### config.mk
export PLATFORM = sky130hd
export DESIGN_NAME = seg_scan_ctrl_flat
export DESIGN_NICKNAME = d
export VERILOG_FILES = /design/src/rtl/seg_pkg.sv /design/src/rtl/seg_scan_ctrl_if.sv /design/src/rtl/bin2bcd_seq.sv /design/src/rtl/sevenseg.sv /design/src/rtl/seg_scan_ctrl.sv /design/src/flat_wrapper.sv
export SDC_FILE = /design/constraint.sdc
export NUM_CORES = 1
export LEC_CHECK = 0
export CAP_MARGIN = 5
export CORE_ASPECT_RATIO = 0.75
export CORE_MARGIN = 4
export CORE_UTILIZATION = 30
export DETAILED_ROUTE_END_ITERATION = 10
export GPL_ROUTABILITY_DRIVEN = 0
export HOLD_SLACK_MARGIN = 0.08
export PLACE_DENSITY = 0.44
export SLEW_MARGIN = 20
export SYNTH_ARGS = -nofsm -noshare
export SYNTH_HDL_FRONTEND = slang
export SYNTH_SLANG_ARGS = --single-unit
### constraint.sdc
create_clock -name clk -period 3.3 [get_ports clk]
set_input_delay 0.33 -clock clk [delete_from_list [all_inputs] [get_ports clk]]
set_output_delay 0.33 -clock clk [all_outputs]
set_load 0.1 [all_outputs]
### src/rtl/seg_pkg.sv
// Shared definitions for the seven-segment scan controller.
// Contents: conversion FSM state enum, blank glyph, BCD nibble width and
// a helper that returns the largest displayable value for a digit count.
package seg_pkg;

  typedef enum logic [1:0] {
    IDLE,
    CONV,
    COMMIT
  } conv_state_e;

  localparam logic [6:0] SEG_BLANK = 7'h7F;
  localparam int unsigned NIB_W = 4;

  // Largest value that fits in num_digits decimal digits: 10^n - 1.
  function automatic int unsigned bcd_max(input int unsigned num_digits);
    int unsigned r;
    r = 1;
    for (int unsigned i = 0; i < num_digits; i++) r = r * 10;
    return r - 1;
  endfunction

endpackage

### src/rtl/seg_scan_ctrl_if.sv
// Load handshake between the CPU display register and the controller.
// Signals: load_valid (value offered), load_ready (controller idle),
// load_data (unsigned binary value, BIN_W bits).
// Modports: master drives valid/data, slave drives ready.
interface seg_scan_ctrl_if #(
  parameter int unsigned BIN_W = 14
);
  logic             load_valid;
  logic             load_ready;
  logic [BIN_W-1:0] load_data;

  modport master (output load_valid, output load_data, input load_ready);
  modport slave  (input load_valid, input load_data, output load_ready);
endinterface

### src/rtl/bin2bcd_seq.sv
// Sequential double-dabble binary-to-BCD converter with load handshake.
// Ports: clk, rst (sync, active-high), load (slave handshake),
// bcd_c (next-state display shadow, combinational), ovf (registered,
// set when the last committed value was saturated).
// Accept -> BIN_W CONV cycles -> one COMMIT cycle that updates the shadow.
module bin2bcd_seq
  import seg_pkg::*;
#(
  parameter int unsigned NUM_DIGITS = 4,
  parameter int unsigned BIN_W      = 14
) (
  input  logic                        clk,
  input  logic                        rst,
  seg_scan_ctrl_if.slave              load,
  output logic [NUM_DIGITS*NIB_W-1:0] bcd_c,
  output logic                        ovf
);

  localparam int unsigned BCD_W  = NUM_DIGITS * NIB_W;
  localparam int unsigned WORK_W = BCD_W + BIN_W;
  localparam int unsigned STEP_W = $clog2(BIN_W + 1);
  localparam int unsigned MAX    = bcd_max(NUM_DIGITS);

  conv_state_e       state, state_nxt;
  logic [WORK_W-1:0] work, work_nxt, adj;
  logic [STEP_W-1:0] step, step_nxt;
  logic [BCD_W-1:0]  shadow;
  logic              pend, pend_nxt;
  logic              ovf_nxt;
  logic              ready, ready_nxt;

  assign load.load_ready = ready;

  // State and datapath registers
  always_ff @(posedge clk) begin
    if (rst) begin
      state  <= IDLE;
      work   <= '0;
      step   <= '0;
      shadow <= '0;
      pend   <= 1'b0;
      ovf    <= 1'b0;
      ready  <= 1'b1;
    end else begin
      state  <= state_nxt;
      work   <= work_nxt;
      step   <= step_nxt;
      shadow <= bcd_c;
      pend   <= pend_nxt;
      ovf    <= ovf_nxt;
      ready  <= ready_nxt;
    end
  end

  // Next-state, double-dabble step and commit
  always_comb begin
    state_nxt = state;
    work_nxt  = work;
    step_nxt  = step;
    pend_nxt  = pend;
    ovf_nxt   = ovf;
    bcd_c     = shadow;
    adj       = work;
    case (state)
      IDLE: begin
        if (load.load_valid && ready) begin
          state_nxt = CONV;
          step_nxt  = '0;
          if (32'(load.load_data) > MAX) begin
            work_nxt = {BCD_W'(0), BIN_W'(MAX)};
            pend_nxt = 1'b1;
          end else begin
            work_nxt = {BCD_W'(0), load.load_data};
            pend_nxt = 1'b0;
          end
        end
      end
      CONV: begin
        for (int i = 0; i < int'(NUM_DIGITS); i++) begin
          if (adj[BIN_W + i*NIB_W +: NIB_W] >= NIB_W'(5))
            adj[BIN_W + i*NIB_W +: NIB_W] = adj[BIN_W + i*NIB_W +: NIB_W] + NIB_W'(3);
        end
        work_nxt = {adj[WORK_W-2:0], 1'b0};
        step_nxt = step + STEP_W'(1);
        if (step == STEP_W'(BIN_W - 1)) state_nxt = COMMIT;
      end
      COMMIT: begin
        // After BIN_W shifts the binary field is empty and the BCD sits on top.
        bcd_c     = work[WORK_W-1 -: BCD_W];
        ovf_nxt   = pend;
        state_nxt = IDLE;
      end
      default: state_nxt = IDLE;
    endcase
    ready_nxt = (state_nxt == IDLE);
  end

endmodule

### src/rtl/sevenseg.sv
// Hex-digit to seven-segment glyph decoder, active-low {g,f,e,d,c,b,a}.
// Ports: digit (BCD nibble in), seg_c (combinational glyph out).
// Non-decimal codes decode to a blank glyph.
module sevenseg
  import seg_pkg::*;
(
  input  logic [NIB_W-1:0] digit,
  output logic [6:0]       seg_c
);

  always_comb begin
    seg_c = SEG_BLANK;
    case (digit)
      NIB_W'(0): seg_c = 7'b100_0000;
      NIB_W'(1): seg_c = 7'b111_1001;
      NIB_W'(2): seg_c = 7'b010_0100;
      NIB_W'(3): seg_c = 7'b011_0000;
      NIB_W'(4): seg_c = 7'b001_1001;
      NIB_W'(5): seg_c = 7'b001_0010;
      NIB_W'(6): seg_c = 7'b000_0010;
      NIB_W'(7): seg_c = 7'b111_1000;
      NIB_W'(8): seg_c = 7'b000_0000;
      NIB_W'(9): seg_c = 7'b001_0000;
      default:   seg_c = SEG_BLANK;
    endcase
  end

endmodule

### src/rtl/seg_scan_ctrl.sv
// Multiplexed common-anode seven-segment display controller.
// Ports: clk, rst (sync, active-high), load (slave handshake carrying the
// binary value), ovf (value was saturated), seg (active-low glyph,
// {g,f,e,d,c,b,a}, registered), an_n (active-low one-hot digit enable,
// registered). Digits are scanned round-robin, SCAN_DIV cycles per slot.
module seg_scan_ctrl
  import seg_pkg::*;
#(
  parameter int unsigned NUM_DIGITS = 4,
  parameter int unsigned BIN_W      = 14,
  parameter int unsigned SCAN_DIV   = 50000
) (
  input  logic                  clk,
  input  logic                  rst,
  seg_scan_ctrl_if.slave        load,
  output logic                  ovf,
  output logic [6:0]            seg,
  output logic [NUM_DIGITS-1:0] an_n
);

  localparam int unsigned BCD_W = NUM_DIGITS * NIB_W;
  localparam int unsigned PRE_W = $clog2(SCAN_DIV);
  localparam int unsigned IDX_W = (NUM_DIGITS > 1) ? $clog2(NUM_DIGITS) : 1;

  logic [BCD_W-1:0]      bcd_c;
  logic [PRE_W-1:0]      presc;
  logic [IDX_W-1:0]      idx, idx_nxt;
  logic                  tick;
  logic [NIB_W-1:0]      nib;
  logic [6:0]            glyph;
  logic [NUM_DIGITS-1:0] upper_zero;
  logic                  blank;

  bin2bcd_seq #(
    .NUM_DIGITS (NUM_DIGITS),
    .BIN_W      (BIN_W)
  ) u_conv (
    .clk   (clk),
    .rst   (rst),
    .load  (load),
    .bcd_c (bcd_c),
    .ovf   (ovf)
  );

  assign tick    = (presc == PRE_W'(SCAN_DIV - 1));
  assign idx_nxt = (idx == IDX_W'(NUM_DIGITS - 1)) ? '0 : idx + IDX_W'(1);

  // upper_zero[i]: nibble i and every nibble above it are zero
  always_comb begin
    logic all_zero;
    all_zero   = 1'b1;
    upper_zero = '0;
    for (int i = int'(NUM_DIGITS) - 1; i >= 0; i--) begin
      all_zero      = all_zero && (bcd_c[i*NIB_W +: NIB_W] == '0);
      upper_zero[i] = all_zero;
    end
  end

  // Glyph is chosen for the digit about to be selected, from the
  // next-state shadow, so a coinciding commit is shown immediately.
  assign nib   = bcd_c[idx_nxt*NIB_W +: NIB_W];
  assign blank = (idx_nxt != '0) && upper_zero[idx_nxt];

  sevenseg u_sevenseg (
    .digit (nib),
    .seg_c (glyph)
  );

  // Prescaler, digit index and output registers
  always_ff @(posedge clk) begin
    if (rst) begin
      presc <= '0;
      idx   <= IDX_W'(NUM_DIGITS - 1);
      seg   <= SEG_BLANK;
      an_n  <= '1;
    end else begin
      presc <= tick ? '0 : presc + PRE_W'(1);
      if (tick) begin
        idx  <= idx_nxt;
        an_n <= ~(NUM_DIGITS'(1) << idx_nxt);
        seg  <= blank ? SEG_BLANK : glyph;
      end
    end
  end

endmodule

### src/flat_wrapper.sv
// flat-port wrapper written by rule: the top's interface ports become plain ports
module seg_scan_ctrl_flat import seg_pkg::*;
#(
  parameter int unsigned NUM_DIGITS = 4,
  parameter int unsigned BIN_W      = 14,
  parameter int unsigned SCAN_DIV   = 50000
)
  (clk, rst, ovf, seg, an_n, load_load_valid, load_load_data, load_load_ready);
  seg_scan_ctrl_if #(.BIN_W(BIN_W)) load_i ();
  input  logic clk;
  input  logic rst;
  output logic ovf;
  output logic [6:0] seg;
  output logic [NUM_DIGITS-1:0] an_n;
  input wire logic [$bits(load_i.load_valid)-1:0] load_load_valid;
  input wire logic [$bits(load_i.load_data)-1:0] load_load_data;
  output wire logic [$bits(load_i.load_ready)-1:0] load_load_ready;
  assign load_i.load_valid = load_load_valid;
  assign load_i.load_data = load_load_data;
  assign load_load_ready = load_i.load_ready;
  seg_scan_ctrl #(.NUM_DIGITS(NUM_DIGITS), .BIN_W(BIN_W), .SCAN_DIV(SCAN_DIV)) u_core (.clk(clk), .rst(rst), .load(load_i), .ovf(ovf), .seg(seg), .an_n(an_n));
endmodule
; Word level (Yosys, flattened, before mapping)
; Memory sizes are Yosys's and may differ from the RTL's.
; Index checks and enable logic that the tools add are counted.
[word_totals]
reg_bits = 84
rom_bits = 112
in_bits = 17
output_inout_bits = 13
elab_cells = 68
n_memories = 1
[mem_list]
columns = name, depth, word_bits, rd, rd_clocked_by_memory_dff, wr, line
row1 = (no name shown), 16, 7, 1, 0, 0, sevenseg.sv:13  ; case (digit)
[op_classes]
addsub = 7
order_cmp = 6
eq_ne = 6
shift = 2
mux = 18
bitwise = 1
n_reduce_logical = 16
[ops]
columns = op, n
row1 = 30-bit case mux with 2 select lines, 1
row2 = 30-bit two-way mux, 1
row3 = "16-bit by 1-bit adder with 16-bit output, second input constant", 1
row4 = "16-bit == test, second input constant", 1
row5 = "4-bit by 3-bit greater-or-equal comparator with 1-bit output, second input constant", 4
row6 = 4-bit zero test, 4
row7 = 16-bit two-way mux, 1
row8 = 4-bit two-way mux, 4
row9 = 16-bit by 5-bit indexed part select with 4-bit output, 1
row10 = "14-bit greater-than comparator, second input constant", 1
row11 = 14-bit two-way mux, 1
row12 = "4-bit by 2-bit adder with 4-bit output, second input constant", 3
row13 = 4-bit case mux with 2 select lines, 1
row14 = 7-bit two-way mux, 1
row15 = 2-bit two-way mux, 3
row16 = 1-bit logical AND, 5
row17 = "4-bit by 1-bit adder with 4-bit output, second input constant", 1
row18 = "2-bit == test, second input constant", 2
row19 = "4-bit == test, second input constant", 1
row20 = 2-bit zero test, 2
row21 = 4-bit inverter, 1
row22 = 2-bit case mux with 2 select lines, 1
row23 = 2-bit AND reduction, 2
row24 = 2-bit nonzero test, 2
row25 = 10 further kinds, 11

; Depth between registers and ports, before layout
; Gate-level depths: netlist (run 1).
[depth]
ltp_word = 10
mapped_depth = 11
ltp_nobuf = 9

; Hierarchy
; Synthesis (run 1) repeated with hierarchy kept, for this count alone.
[unflattened]
cells_unflattened = 464
area_unflattened_um2 = 4459.3
[by_module_without_submodules]
columns = mod, instances, cells_each, area_per_inst_um2, seq_area_each_um2
row1 = bin2bcd_seq, 1, 277, 2796.4, 1101.1
row2 = seg_scan_ctrl, 1, 156, 1462.7, 580.6
row3 = sevenseg, 1, 31, 200.2, 0.0

; Least setup slack after synthesis (run 1)
; Ideal clock, no wire load.
[synth_timing]
kind = register to register
startpoint = register u_core.idx[0]
endpoint = register u_core.seg[0]
setup_ps = 136
arrival_ps = 2406
t_required_ps = 3164
path_slack_ps = 758
path_stages_with_launch = 9
path_buffers = 1
period_less_slack_ps = 2542
path_cell_list = dfxtp_1 -> inv_1 -> ha_1 -> clkbuf_1 -> mux4_2 -> ha_1 -> or3b_1 -> o211ai_1 -> a21oi_1
[synth_via]
elab_chain_cells = 6
word_cells_on_any_way = 10
cone_classes = add/sub: 1 / eq/ne: 1 / shift: 1 / mux: 4 / reduce/logical: 2 / memory: 1
[synth_lines]
columns = item, line
row1 = "start, declared", seg_scan_ctrl.sv:27  ; logic [IDX_W-1:0] idx, idx_nxt;
row2 = "start signal, assigned", seg_scan_ctrl.sv:73  ; idx <= IDX_W'(NUM_DIGITS - 1);
row3 = "start signal, assigned", seg_scan_ctrl.sv:79  ; idx <= idx_nxt;
row4 = 2-bit by 1-bit adder with 2-bit output or 2-bit == test (tied branches), seg_scan_ctrl.sv:46  ; assign idx_nxt = (idx == IDX_W'(NUM_DIGITS - 1)) ? '0 : idx + IDX_W'(1);
row5 = 2-bit two-way mux (*), seg_scan_ctrl.sv:46
row6 = net u_core.idx_nxt[1], seg_scan_ctrl.sv:27
row7 = "parallel branches: the longest is 3 deep, another holds memory read 16 x 7 bit", -
row8 = 7-bit two-way mux (*), seg_scan_ctrl.sv:81  ; seg <= blank ? SEG_BLANK : glyph;
row9 = "end signal, assigned", seg_scan_ctrl.sv:81
row10 = "end, declared", seg_scan_ctrl.sv:17  ; output logic [6:0] seg,
; Mark *: on every way through the listed nets, which the timed path passes. The select of a mux whose other input is x is not followed.
; A chain may end at the register's enable or synchronous reset.

; Final worst setup path (run 1)
[layout_timing]
startpoint = register u_core.idx[0]
endpoint = register u_core.seg[0]
[layout_via]
elab_chain_cells = 6
word_cells_on_any_way = 10
cone_classes = add/sub: 1 / eq/ne: 1 / shift: 1 / mux: 4 / reduce/logical: 2 / memory: 1
[layout_lines]
columns = item, line
row1 = 2-bit by 1-bit adder with 2-bit output or 2-bit == test (tied branches), seg_scan_ctrl.sv:46
row2 = 2-bit two-way mux (*), seg_scan_ctrl.sv:46
row3 = "parallel branches: the longest is 3 deep, another holds memory read 16 x 7 bit", -
row4 = 7-bit two-way mux (*), seg_scan_ctrl.sv:81
; Every way passes the cells marked *. The select of a mux whose other input is x is not followed.

==> results of run 1 <==
cells in the mapped netlist (all sizes together):
| cell type | instances | share of area [%] |
|---|---|---|
| a222oi | 6 | 1.5 |
| o41ai | 1 | 0.22 |
| nor2 | 75 | 7.1 |
| nand2 | 44 | 4.1 |
| or4 | 2 | 0.38 |
| a22o | 1 | 0.22 |
| buf | 10 | 1.6 |
| o211ai | 3 | 0.56 |
| or3b | 1 | 0.22 |
| o21a | 2 | 0.38 |
| mux2i | 11 | 2.8 |
| o31a | 1 | 0.22 |
| ha | 21 | 6.6 |
| or3 | 5 | 0.78 |
| o221ai | 6 | 1.3 |
| nor2b | 1 | 0.16 |
| a31oi | 5 | 0.78 |
| xnor2 | 10 | 2.2 |
| nor3 | 10 | 1.4 |
| dfxtp | 84 | 42 |
| mux4 | 6 | 3.4 |
| clkbuf | 15 | 1.4 |
| nor4 | 8 | 1.3 |
| nand2b | 7 | 1.1 |
| inv | 18 | 1.7 |
| and3 | 2 | 0.31 |
| nor4b | 1 | 0.22 |
| or2b | 1 | 0.19 |
| nor3b | 1 | 0.19 |
| o311ai | 1 | 0.22 |
| xor2 | 11 | 2.4 |
| nand3 | 15 | 1.9 |
| a21oi | 43 | 5.5 |
| a22oi | 10 | 1.9 |
| a2111oi | 2 | 0.47 |
| nand4 | 4 | 0.63 |
| and2b | 1 | 0.19 |
| o21ai | 17 | 2.1 |
| or2 | 2 | 0.31 |
| a21o | 1 | 0.19 |
critical path, delay by kind of cell, from the launching register on:
family,cells,cell delay [ps]
AO/OA/AOI/OAI,2,190
adder cells (fa/ha/maj),1,250
flip-flops,1,370
multiplexers,2,990
AND/OR/NAND/NOR,2,720
logic make-up (layout without fill, tap and decap cells):
logic type	after synthesis	after routing
fa+ha+maj	21	21
simple gates	180	180
buf+inv	43	71
compound gates	99	99
flops	84	84
xor+xnor	21	21
mux	17	17
metrics by stage:
step	setup slack (ps)	instances	cell area, um2	utilization [%]	hold WS (ps)
2_1_floorplan	758	465	4000	-	418
5_1_grt	464	664	4740	36.4	461
6_report	648	664	4740	36.4	449
3_3_place_gp	726	648	4440	34.1	431
4_1_cts	633	664	4740	36.4	449
3_5_place_dp	668	648	4440	34.1	440
cell type report:
| cell class | instances | share of cell area, % |
|---|---|---|
| multi-input cells | 338 | 44.9 |
| repair buffers | 37 | 7.28 |
| flip-flops and latches | 84 | 35.5 |
| clock inverters | 5 | 1.27 |
| inverters | 18 | 1.43 |
| well taps | 171 | 4.51 |
| clock buffers | 11 | 5.12 |
layer usage:
| layer | GRT usage (%) | vias up | share of wire (%) |
|---|---|---|---|
| met3 | 3.80 | 7 | 4.4 |
| met2 | 18.8 | 51 | 42 |
| met1 | 19.1 | 1584 | 53 |
| li1 | - | 1680 | - |
| met4 | 3.39 | 0 | 1.0 |
| met5 | 0 | - | 0 |
power groups by stage:
stage	sequential, mW	clock, mW	combinational (mW)
2_1_floorplan	1.08	0	0.0824
3_3_place_gp	1.07	0	0.139
3_5_place_dp	1.07	0	0.140
4_1_cts	1.05	1.07	0.141
5_1_grt	1.05	1.10	0.154
6_report	1.05	1.03	0.140
cell usage in the layout, fill, tap and decap left out, types with 2 or more instances in the layout:
| master | Yosys | final |
|---|---|---|
| mux2i_1 | 11 | 11 |
| nand3_1 | 15 | 15 |
| nand2b_1 | 7 | 7 |
| a222oi_1 | 6 | 6 |
| o21a_1 | 2 | 2 |
| nand4_1 | 4 | 4 |
| buf_4 | 1 | 8 |
| nor4_1 | 8 | 8 |
| nor2_1 | 74 | 74 |
| nand2_1 | 44 | 44 |
| a22oi_1 | 10 | 10 |
| nor3_1 | 9 | 9 |
| clkdlybuf4s50_1 | 0 | 28 |
| mux4_2 | 6 | 6 |
| xor2_1 | 11 | 11 |
| inv_1 | 18 | 18 |
| and3_1 | 2 | 2 |
| xnor2_1 | 10 | 10 |
| o221ai_1 | 6 | 6 |
| clkbuf_16 | 0 | 9 |
| o21ai_0 | 17 | 17 |
| a21oi_1 | 42 | 42 |
| a31oi_1 | 5 | 5 |
| o211ai_1 | 3 | 3 |
| ha_1 | 21 | 21 |
| or4_1 | 2 | 2 |
| dfxtp_1 | 84 | 84 |
| or3_1 | 5 | 5 |
how the worst min path moves through the flow:
stage,to,depth (start not counted)
3_5_place_dp,u_core.presc[0],1
5_1_grt,u_core.u_conv.work[0],2
3_3_place_gp,u_core.presc[0],1
2_1_floorplan,u_core.presc[0],1
6_report,u_core.presc[0],1
4_1_cts,u_core.presc[0],1
flip-flops by register name, indices dropped and copies added (netlist names):
register	count
u_core.u_conv.shadow	16
u_core.u_conv.ovf	1
u_core.u_conv.step	4
u_core.u_conv.work	30
u_core.seg	7
u_core.u_conv.pend	1
u_core.u_conv.load.load_ready	1
u_core.an_n	4
u_core.idx	2
u_core.u_conv.state	2
u_core.presc	16
==> impl_summary.md, run 1 <==
Timing
Measured against its own limit, the worst slew margin works out to 35.1%. Based on the critical path, the design can be clocked at up to 377 MHz. The part of the cycle the worst path needs is 80.4%. For the final routed database, the setup TNS stands at 0 ps. Between clock sinks in the finished design, the worst skew comes to 4.46 ps. The final setup violation count is 0. The max-slew violation count is 0. For the pin with the worst max-slew slack, the measured transition is 971 ps. The worst path in the final design needs a cycle of 2650 ps, including I/O delays and setup. Setup repair after global routing left no endpoint under its margin. The final number of hold-violating endpoints is 0.

Clocking
The TritonCTS buffer count is 9. The tree is rooted in a clkbuf_16. Clock-pin slew was measured on the worst setup and hold paths at 60 ps. The clock latency on the worst-skew pair is 340 ps.

The deepest clock path buffer count is 2. The number of gates resized after CTS is 0. The number of levels the H-tree was split into is 3. The TritonCTS clock tree is yes.

The number of sinks handled by clock tree synthesis is 84. The post-cts hold buffer count is 0. The number of setup buffers added after CTS is 0.

Pwr
For this design the static power due to leakage is 1.76 nW. The part of the power in combinational logic is 6.3%. Summed over all nets, the switching power comes to 0.523 mW.

The share of total power dissipated in sequential elements is 47.4%. Of the total power, the share spent switching nets is 23.6%. The overall power is 2.22 mW.

The power density normalized to cell area is 468 nW/um2. The largest vdd supply drop is 220 uV. The clock network is responsible for 46.3% of the overall power.

Internal power comes to 1.70 mW.

Global route
The initial antenna violation count is 0. The largest net degree at the start of global routing is 58. The remaining global-route overflow is 0. The first global-routing pass estimated 15900 um of wire. The number of global-route vias before repair is 3139. The global router's overall resource usage is 13.1%.

Worst setup path
The critical path data required time is 3500 ps. STA classifies the critical path endpoint as a register. Of all nets on the critical path, the largest fanout is 8. The startpoint of the lowest-slack register-to-register path is u_core.idx[0].

In this design, the stage delay of the slowest critical-path cell is 560 ps. The number of cells on the worst reg-to-reg path is 7. The endpoint identified for the worst register-to-register timing path is u_core.seg[0]. Traced cell by cell, the critical path runs through ha_1 -> nor2_2 -> mux4_2 -> mux2i_1 -> or3b_1 -> o211ai_1 -> a21oi_1.

The kind of start point of the critical path is a register. Across all register-to-register paths, the minimum setup slack is 650 ps. The standard cell with the maximum stage delay on the critical path is mux4_2. The setup path with the least slack is of type register to register. The data arrival time of the critical path is 2860 ps. The worst setup path startpoint is u_core.idx[0]. The most critical setup path has its endpoint at u_core.seg[0].

Logic synthesis
For this run, the number of Yosys warnings is 0. Of the total synthesized cell area, the portion taken by XOR and XNOR cells is 4.60%. The part of the Yosys area used for sequential elements is 42.0%. The post-synthesis sequential element count is 84. The number of nets handed over by synthesis was 503. The synthesized netlist devotes 15.5% of its cell area to compound gates.

The area share of and/or/nand/nor cells after synthesis is 20.4%. The combinational family with the most area after synthesis is simple AND/OR/NAND/NOR gates. Each instance of the synthesized netlist takes up on average 8.60 um2. Multiplexer cells account for 6.13% of the synthesized area. The synthesized netlist devotes 6.57% of its cell area to adder and majority cells. The netlist area before placement is 4000 um2. The netlist uses 49 different library cells.

Synthesis handed over a netlist of 465 instances.

Floorplanning
The effective utilization at floorplan is 30.7%. The number of top-level design ports is 30. The count of standard-cell rows is 36. In this run the standard cell core region covers 13000 um2. The height of the chip is 108 um. The die is 141 um wide. The die outline area is 15300 um2.

Finish
The sequential cells in the finished layout cover a total of 1680 um2. The area growth from synthesis to layout is 18.5%. After the last flow step, the layout net total stands at 526. The layout cell share with drive strength beyond 1 is 6.90%. The antenna diode count is 0. The multi-input combinational cells in the finished layout cover a total of 2130 um2. The number of fill cells in the layout is 1323.

Routing
Once detail routing completed, the nets flagged for antenna violations numbered 0. The first detailed-routing pass ran for 4 iterations. After detailed routing, the number of vias per cell comes to 5.00. The post-route DRC violation count is 0. For this block, the initial DRC count from the detailed router was 197.

In the final routed layout, each cell accounts on average for 14.5 um. The number of vias in the routed layout is 3322. The aggregate routed wire length is 9600 um.

Flow run
The max-cap violation count is 0.

Placed design
The count of input and output buffers is 29. Summed over all nets, the half-perimeter wirelength after detailed placement is 6650 um.

Worst hold path
The tightest min-delay check is of the register to register type. The startpoint identified for the worst hold timing path is u_core.presc[0].

Run status
The flow ran to the end, and the final reports show no timing, DRC or antenna violations.
Note: power is estimated with default switching activity, not from simulation.
==> run 2: changes to the inputs <==
--- a/config.mk
+++ b/config.mk
@@ -12,7 +12,7 @@
 export DETAILED_ROUTE_END_ITERATION = 10
 export GPL_ROUTABILITY_DRIVEN = 0
 export HOLD_SLACK_MARGIN = 0.08
-export PLACE_DENSITY = 0.44
+export PLACE_DENSITY = 0.46
 export SLEW_MARGIN = 20
 export SYNTH_ARGS = -nofsm -noshare
 export SYNTH_HDL_FRONTEND = slang
==> constraint.sdc (replaced) <==
create_clock -name clk -period 2.31 [get_ports clk]
set_input_delay 0.231 -clock clk [delete_from_list [all_inputs] [get_ports clk]]
set_output_delay 0.231 -clock clk [all_outputs]
set_load 0.1 [all_outputs]
==> run 2 against run 1 <==
Critical path depth increased by 2. Flip-flop and latch count unchanged. Count of clock-buffer cells in the layout grew 2. Setup slack worse by 540 ps. Final cell count rose by 4.7%. Core utilization increased by 2.2 points. Combinational power up 51%. Largest power group unchanged. Total power is 44% higher.
==> impl_summary.md, run 2 (synthesis results as in run 1) <==
Placed design
The number of placed cells counting well taps is 675. The setup slack after placement is -25.8 ps. The count of input and output buffers is 29. The wire-length estimate of the detail-placed layout is 6950 um.

Clocking
TritonCTS built the clock tree. The TritonCTS buffer count is 9. The clock latency on the worst-skew pair is 340 ps. The root buffer cell is clkbuf_16. The clock transition time at the flip-flop clock pins of the worst setup and hold paths is 60 ps. No sink is reached through more buffers than the 2 on the longest clock path. The number of levels the H-tree was split into is 3. The number of sinks handled by clock tree synthesis is 84. The post-cts hold buffer count is 0.

Flow run
The max-cap violation count is 0.

Timing
On the final layout, the worst clock skew is 6.62 ps. Timing would allow up to 454 MHz. In the finished design, the share of the clock period the worst path needs comes to 95.4%. The tightest hold path in the finished design has a slack of 255 ps. The final number of hold-violating endpoints is 0. The routed design could run at a clock period as short as 2200 ps.

The measured slew at the worst slew-check pin is 667 ps. The worst pin sits at a relative slew slack of 55.6%. The max-slew violation count was 0.

Across all setup checks in the final design, the least slack found is 107 ps. The final setup violation count is 0. Setup repair after global routing left no endpoint under its margin.

In the final timing run, aggregate negative setup slack is 0 ps.

Finish
After the last flow step, the layout net total stands at 557. The antenna diode count is 0. Leaving out fill and tap cells, the most frequent cells in the layout are dfxtp_1, nor2_1, buf_4. The most common library cell in the layout ignoring fill and taps is dfxtp_1.

The register with the most flip-flops in the layout has 30 of them. The layout cell share with drive strength beyond 1 is 16.4%. In the final layout, the registers with the most flip-flops are u_core.u_conv.work: 30 flops, u_core.presc: 16 flops, u_core.u_conv.shadow: 16 flops. The number of non-filler instances in the completed layout is 695. The number of fill cells in the layout is 1301. The area growth from synthesis to layout is 25.8%. The largest register by flop count is u_core.u_conv.work.

Routing
The post-route DRC violation count is 0. The first-iteration detailed-routing DRC count is 153. The first TritonRoute pass finished after 4 iterations. The number of vias in the routed layout is 3378. The count of nets left with antenna violations once routing finished came out at 0. The mean routed wirelength per cell is 13.9 um. Summed over all layers, the routed wires come to 9660 um. Using the TritonRoute via totals, the vias-per-cell ratio works out to 4.86.

Worst hold path
The kind of path behind the tightest hold check is input port to register. The beginning of the worst hold path is rst. For hold timing, the worst endpoint is u_core.u_conv.work[27]. The hold path depth is 2.

Pwr
For this design the ratio of total power to cell area is 633 nW/um2. The reported leakage power is 1.92 nW. Across the VDD grid, the largest voltage drop is 355 uV.

Worst setup path
The worst-case reg-to-reg path depth is 9. For flop-to-flop paths, the worst setup slack is 110 ps. The highest fanout seen on the critical path is 11. At the worst endpoint, the required time is 2590 ps. The critical register-to-register path endpoint is u_core.seg[6]. The worst setup path is launched from a register.

The kind of critical path is register to register. The kind of capture point of the worst setup path is a register. The data arrival time of the critical path is 2480 ps. The startpoint of the lowest-slack register-to-register path is u_core.idx[1].

Floorplanning
The effective utilization at floorplan is 30.7%. The height of the chip is 108 um. For this design the top-level I/O count stands at 30. The horizontal extent of the die is 141 um. The count of standard-cell rows is 36.

The die covers 15300 um2. The core region is 13000 um2.

Global route
The global routing met1 resource utilization is 18.9%. The global-route track usage on met3 is 3.89%. In the global route stage, overall resource usage came out at 13.0%. Entering global routing, the biggest net connects 32 pins. The remaining global-route overflow is 0. The number of global-route vias before repair is 3213. The met2 routing resource usage after global routing is 18.5%. met1 is the most crowded layer. The initial antenna violation count is 0. The first-pass GRT wire length is 16000 um.

Run status
The run finished with clean final reports.
==> run 2: through the flow <==
step	power (mW)	cell area (um2)	util [%]
after floorplan	1.65	4010	-
after global placement	1.74	4630	35.6
after detailed placement	1.74	4630	35.6
after CTS	3.23	4950	38.0
after global routing	3.30	5030	38.7
final	3.18	5030	38.7
==> run 2: repair_timing <==
action                                  CTS  global route
cloned                                    0             1
gates resized for setup                   1            11
pin swaps                                 0             1
endpoints found under the setup margin    6             7
setup buffers                             0             3
==> run 2: power by group <==
group	switching (mW)	internal [mW]	leakage, nW
registers	0.0199	1.48	0.680
clock network	0.576	0.897	0.142
logic	0.127	0.0848	1.10
total	0.723	2.46	1.92
==> run 2: worst max path at each step <==
| stage | startpoint | to | slack (ps) |
|---|---|---|---|
| 6_report | u_core.idx[1] | u_core.seg[6] | 110 |
| 5_1_grt | u_core.idx[1] | u_core.seg[0] | 5 |
| 4_1_cts | u_core.idx[1] | u_core.seg[6] | 10 |
| 3_5_place_dp | u_core.idx[1] | u_core.seg[0] | -30 |
| 3_3_place_gp | u_core.idx[1] | u_core.seg[0] | 20 |
| 2_1_floorplan | u_core.idx[1] | u_core.seg[0] | 4 |
==> run 2: area by class of cell <==
class | count | area (um2) | share of cell area [%]
Sequential cell | 84 | 1680 | 33.5
Clock buffer | 13 | 260 | 5.17
Timing Repair Buffer | 68 | 592 | 11.8
Multi-Input combinational cell | 338 | 2170 | 43.1
Tap cell | 171 | 214 | 4.25
Inverter | 18 | 67.6 | 1.34
Clock inverter | 3 | 45.0 | 0.895
==> run 2: worst max-delay path: stages, from the launching register on <==
cell,delay (ps)
dfxtp_2,370
inv_1,90
ha_4,300
buf_4,140
mux4_2,500
mux2i_1,150
buf_4,190
nor2_1,50
a22o_1,230
a21oi_2,120
==> run 2: per-layer routing <==
metal / wire (um) / up-vias
met5: 0 / -
met4: 105 / 0
met3: 412 / 8
met2: 3860 / 42
met1: 5290 / 1585
li1: - / 1743
